$ cat src/rtl/ras_ctrl.sv
// Return-address stack controller.
// Turns decoded call/return events into push/pop strobes for an external
// stack, registers the predicted return target, drains the stack on flush
// and keeps saturating overflow/underflow statistics.
//
// state    | meaning
// ---------+--------------------------------------------------------------
// ST_RUN   | normal operation, call/ret events drive the stack
// ST_DRAIN | flush in progress, one pop per cycle until the stack is empty
module ras_ctrl #(
  parameter int DW   = 32,
  parameter int ILEN = 4,
  parameter int CNTW = 16
) (
  input  logic            clk,
  input  logic            aresetn,
  input  logic            i_call,
  input  logic [DW-1:0]   i_call_pc,
  input  logic            i_ret,
  input  logic            i_flush,
  output logic            o_push_en,
  output logic [DW-1:0]   o_push_data,
  output logic            o_pop_en,
  input  logic [DW-1:0]   i_stk_pop_data,
  input  logic            i_stk_full,
  input  logic            i_stk_empty,
  output logic            o_pred_valid,
  output logic [DW-1:0]   o_pred_addr,
  output logic            o_busy,
  output logic [CNTW-1:0] o_ovf_cnt,
  output logic [CNTW-1:0] o_unf_cnt
);

  typedef enum logic {
    ST_RUN   = 1'b0,
    ST_DRAIN = 1'b1
  } state_t;

  state_t          r_state;
  state_t          w_state_nxt;
  logic            w_push_en;
  logic            w_pop_en;
  logic            w_pred_load;
  logic            w_ovf_inc;
  logic            w_unf_inc;
  logic            r_pred_valid;
  logic [DW-1:0]   r_pred_addr;
  logic [CNTW-1:0] r_ovf_cnt;
  logic [CNTW-1:0] r_unf_cnt;

  // State register; reset aborts any drain in progress.
  always_ff @(posedge clk) begin
    if (!aresetn) r_state <= ST_RUN;
    else          r_state <= w_state_nxt;
  end

  // Next-state and stack strobe decode. Flush wins over call/ret in RUN.
  always_comb begin
    w_state_nxt = r_state;
    w_push_en   = 1'b0;
    w_pop_en    = 1'b0;
    w_pred_load = 1'b0;
    w_ovf_inc   = 1'b0;
    w_unf_inc   = 1'b0;
    case (r_state)
      ST_RUN: begin
        if (i_flush) begin
          w_state_nxt = ST_DRAIN;
        end else if (i_call && i_ret) begin
          // Coroutine swap: push+pop together replaces the top entry.
          w_push_en = 1'b1;
          if (!i_stk_empty) begin
            w_pop_en    = 1'b1;
            w_pred_load = 1'b1;
          end else begin
            w_unf_inc = 1'b1;
          end
        end else if (i_call) begin
          w_push_en = 1'b1;
          w_ovf_inc = i_stk_full;
        end else if (i_ret) begin
          if (!i_stk_empty) begin
            w_pop_en    = 1'b1;
            w_pred_load = 1'b1;
          end else begin
            w_unf_inc = 1'b1;
          end
        end
      end
      ST_DRAIN: begin
        if (i_stk_empty) w_state_nxt = ST_RUN;
        else             w_pop_en    = 1'b1;
      end
      default: w_state_nxt = ST_RUN;
    endcase
  end

  // Prediction register: one-cycle valid pulse, address holds between pulses.
  always_ff @(posedge clk) begin
    if (!aresetn) begin
      r_pred_valid <= 1'b0;
      r_pred_addr  <= '0;
    end else begin
      r_pred_valid <= w_pred_load;
      if (w_pred_load) r_pred_addr <= i_stk_pop_data;
    end
  end

  // Saturating statistics counters.
  always_ff @(posedge clk) begin
    if (!aresetn) begin
      r_ovf_cnt <= '0;
      r_unf_cnt <= '0;
    end else begin
      if (w_ovf_inc && (r_ovf_cnt != '1)) r_ovf_cnt <= r_ovf_cnt + 1'b1;
      if (w_unf_inc && (r_unf_cnt != '1)) r_unf_cnt <= r_unf_cnt + 1'b1;
    end
  end

  // Strobes are held off while reset is asserted so the stack is untouched.
  assign o_push_en    = w_push_en & aresetn;
  assign o_pop_en     = w_pop_en & aresetn;
  assign o_push_data  = i_call_pc + DW'(ILEN);
  assign o_pred_valid = r_pred_valid;
  assign o_pred_addr  = r_pred_addr;
  assign o_busy       = (r_state == ST_DRAIN);
  assign o_ovf_cnt    = r_ovf_cnt;
  assign o_unf_cnt    = r_unf_cnt;

endmodule

$ cat config.mk
export PLATFORM = sky130hd
export DESIGN_NAME = ras_ctrl
export DESIGN_NICKNAME = d
export VERILOG_FILES = /design/src/rtl/ras_ctrl.sv
export SDC_FILE = /design/constraint.sdc
export NUM_CORES = 1
export LEC_CHECK = 0
export BUFFER_PORTS_ARGS = -buffer_cell sky130_fd_sc_hd__buf_2
export CORE_ASPECT_RATIO = 1.2
export CORE_MARGIN = 2
export CORE_UTILIZATION = 50
export DETAILED_ROUTE_END_ITERATION = 6
export GPL_ROUTABILITY_DRIVEN = 1
export PLACE_DENSITY_LB_ADDON = 0.15
export SLEW_MARGIN = 20
export SYNTH_ARGS = -nofsm -noshare
export SYNTH_HDL_FRONTEND = slang
export SYNTH_SLANG_ARGS = --single-unit
$ cat constraint.sdc
create_clock -name clk -period 6.3 [get_ports clk]
set_clock_uncertainty 0.1 [all_clocks]
set_input_delay 1.26 -clock clk [delete_from_list [all_inputs] [get_ports clk]]
set_output_delay 1.26 -clock clk [all_outputs]
set_load 0.02 [all_outputs]
==> metrics.cfg <==
[sta]
rsz0062_at_grt = no
fin_setup_tns_ns = 0
post-route-period-util = 0.692
setup_viol = 0
worst_pin_slew_ns = 0.963
holdWs_ns = 0.353
finalHoldViolations = 0
final-max-slew-violation-count = 0
min_period_ns = 4.36
maxClockFrequency_mhz = 229
worst_slack_ns = 1.94
timing.slew.headroom = 0.352

[yosys]
synth_area_per_cell_sq_um = 7.85
syn_area_sq_um = 3470
synth_compound_area_frac = 0.133
synthMuxAreaShare = 0.0433
synth.most_common_cell = nand2_1
synth_flop_cell = dfxtp_1
synth_cell_types = 41
netlist_instances = 442
synth_nets = 516
synth_top_family_by_area = simple AND/OR/NAND/NOR gates
seq_area_frac_synth = 0.381
async_flop_share = 0
synthSimpleGateAreaFrac = 0.321
synth_edf_count = 0
yosys.area.top_type_share = 0.381
netlist_top_cells_count = 105 x nand2_1, 66 x dfxtp_1, 51 x a21oi_1
ys_ff_latch = 66
synthTopCellsByArea = dfxtp_1 38%, nand2_1 11%, a21oi_1 7.4%
synth_xor_area_frac = 0.0707
yosys.area_share.adder = 0.0108
yosysTopAreaCell = dfxtp_1
synth_warnings = 0

[clock_tree]
clk_pin_slew_ns = 0.07
htreeDepth = 3
cts_buffers = 9
root_buffer = clkbuf_8
cts_buffer_depth = 2
cts.sinks = 66
clock_latency_ns = 0.34
post_cts_resized = 0
post-cts-setup-buffers = 0
ctsHoldBuffers = 0
cts_tree = done

[die]
die_w_microns = 80.0
die_y_microns = 95.3
coreArea_sq_um = 6770
floorplan.initialDensity = 0.512
floorplan.rows = 33
dieArea_sq_um = 7620
ios = 171

[routing]
drc = 0
drt_iter0_markers = 154
wl_per_cell_microns = 13.3
ant_nets = 0
routed_wl_mm = 9.21
first_pass_iters = 6
via_count = 3691
viasPerCell = 5.34

[outcome]
outcome = finished clean

[critical_path]
worst_setup_path_end_kind = primary output
crit_required_ns = 4.94
path_delay_family = simple AND/OR/NAND/NOR gates
critPathBufInv = 2
critical_path.cell_chain = buf_2, ha_1, nand3_1, nor4_1, nand4_1, xnor2_1, buf_2
worst_path_most_repeated_cell = buf_2
cpPeakStageDelay_ns = 0.66
start_kind = primary input
cp.arrival_ns = 3.00
cp_slowest_cell = nor4_1
critPathKind = in2out
path_max_fanout = 5

[global_routing]
top_usage_layer = met2
grt_pass1_wl_mm = 14.1
grt_pass1_vias = 3264
met1_usage = 0.249
grt_usage = 0.230
grt_antenna_before_repair = 0
grt_max_degree = 48
met2_usage = 0.432
use_met3 = 0.0549
grt_overflow = 0

[cells_and_area]
area_growth_pct = 31.4
final_layout_size_suffix_gt1_frac = 0.318
diodes = 0
nNetsFinal = 673
final_area_sq_um = 4560

[power_and_ir_drop]
combinationalPowerShare = 0.125
total_power_uw = 940
internal_power_uw = 694
vdd_drop_max_v = 0.000160
p_sw_uw = 246
p_leak_nw = 1.93
pwr-share-seq = 0.456
clock_power_share = 0.419
swShare = 0.262
p_per_area_nw_per_um2 = 206

[place]
place_area_sq_um = 4330
io_buffers = 166
finalWeightedCongestion = 0.777
hpwl_mm = 6.80
pre_cts_ws_ns = 1.97

[job]
drv_cap = 0

[min_path]
hold_class = reg2reg

==> final cells by class <==
class | instances | area [sq um]
fill | 599 | 2210
multi-input combinational | 344 | 2030
sequential | 66 | 1320
timing repair buffer | 168 | 846
clock buffer | 10 | 128
tap | 87 | 109
clock inverter | 6 | 90.1
inverter | 10 | 37.5
==> through the flow <==
stage | cells | util
6_report | 691 | 0.674
3_3_place_gp | 675 | 0.640
5_1_grt | 691 | 0.674
2_1_floorplan | 442 | -
3_5_place_dp | 675 | 0.640
4_1_cts | 691 | 0.672
==> sequential cells by signal, summed over array words and instances (netlist names) <==
signal / flops
o_pred_addr: 32
o_ovf_cnt: 16
o_unf_cnt: 16
o_busy: 1
o_pred_valid: 1
==> path summary, 6_finish.rpt <==
check,from,to,slack [ns],cells past startpoint
min,o_pred_addr[25],o_pred_addr[25],0.35,2
min reg2reg,o_pred_addr[25],o_pred_addr[25],0.35,2
max,i_call_pc[2],o_push_data[18],1.94,7
max reg2reg,o_unf_cnt[0],o_unf_cnt[14],4.08,5
==> placed cells by master, fill, tap and decap left out, types with 3 or more instances in the layout <==
| cell type | n |
|---|---|
| xor2_1 | 8 |
| nand3_1 | 21 |
| o31ai_1 | 8 |
| o21ai_0 | 7 |
| nor4_1 | 5 |
| nand2_1 | 105 |
| a21oi_1 | 51 |
| nor2_1 | 11 |
| or4_1 | 10 |
| nor3_1 | 5 |
| mux2i_1 | 15 |
| and2_1 | 4 |
| inv_1 | 10 |
| dfxtp_1 | 66 |
| clkbuf_8 | 9 |
| ha_1 | 3 |
| buf_2 | 166 |
| nand2b_1 | 12 |
| and4_1 | 3 |
| or3_1 | 5 |
| o311a_1 | 3 |
| nand4_1 | 18 |
| xnor2_1 | 20 |
| and3_1 | 8 |
==> worst register-to-register path: cells and delay by family (launching register included) <==
kind            cells  cell delay [ns]
compound gates      1             0.14
fa+ha+maj           1             0.20
simple gates        3             1.29
flops               1             0.42
==> logic make-up (layout without fill, tap and decap cells) <==
logic type / count (synthesis) / count (layout)
adders and majority gates: 3 / 3
AOI/OAI and AO/OA: 79 / 79
xor gates and xnor gates: 28 / 28
muxes: 15 / 15
buffers and inverters: 32 / 194
DFF: 66 / 66
and+or+nand+nor: 219 / 219
==> layer usage <==
metal / part of all wire / vias to the layer above / wire, microns
li1: - / 1881 / -
met1: 0.40 / 1677 / 3700
met2: 0.51 / 121 / 4740
met3: 0.070 / 12 / 648
met4: 0.014 / 0 / 132
met5: 0 / - / 0
==> power by group through the flow <==
stage / sequential (mW) / clock [mW] / combinational, mW
after global routing: 0.430 / 0.422 / 0.127
after global placement: 0.438 / 0 / 0.115
after detailed placement: 0.439 / 0 / 0.117
final: 0.429 / 0.394 / 0.117
after CTS: 0.429 / 0.402 / 0.118
after floorplan: 0.447 / 0 / 0.0581
Note: power is estimated with default switching activity, not from simulation.
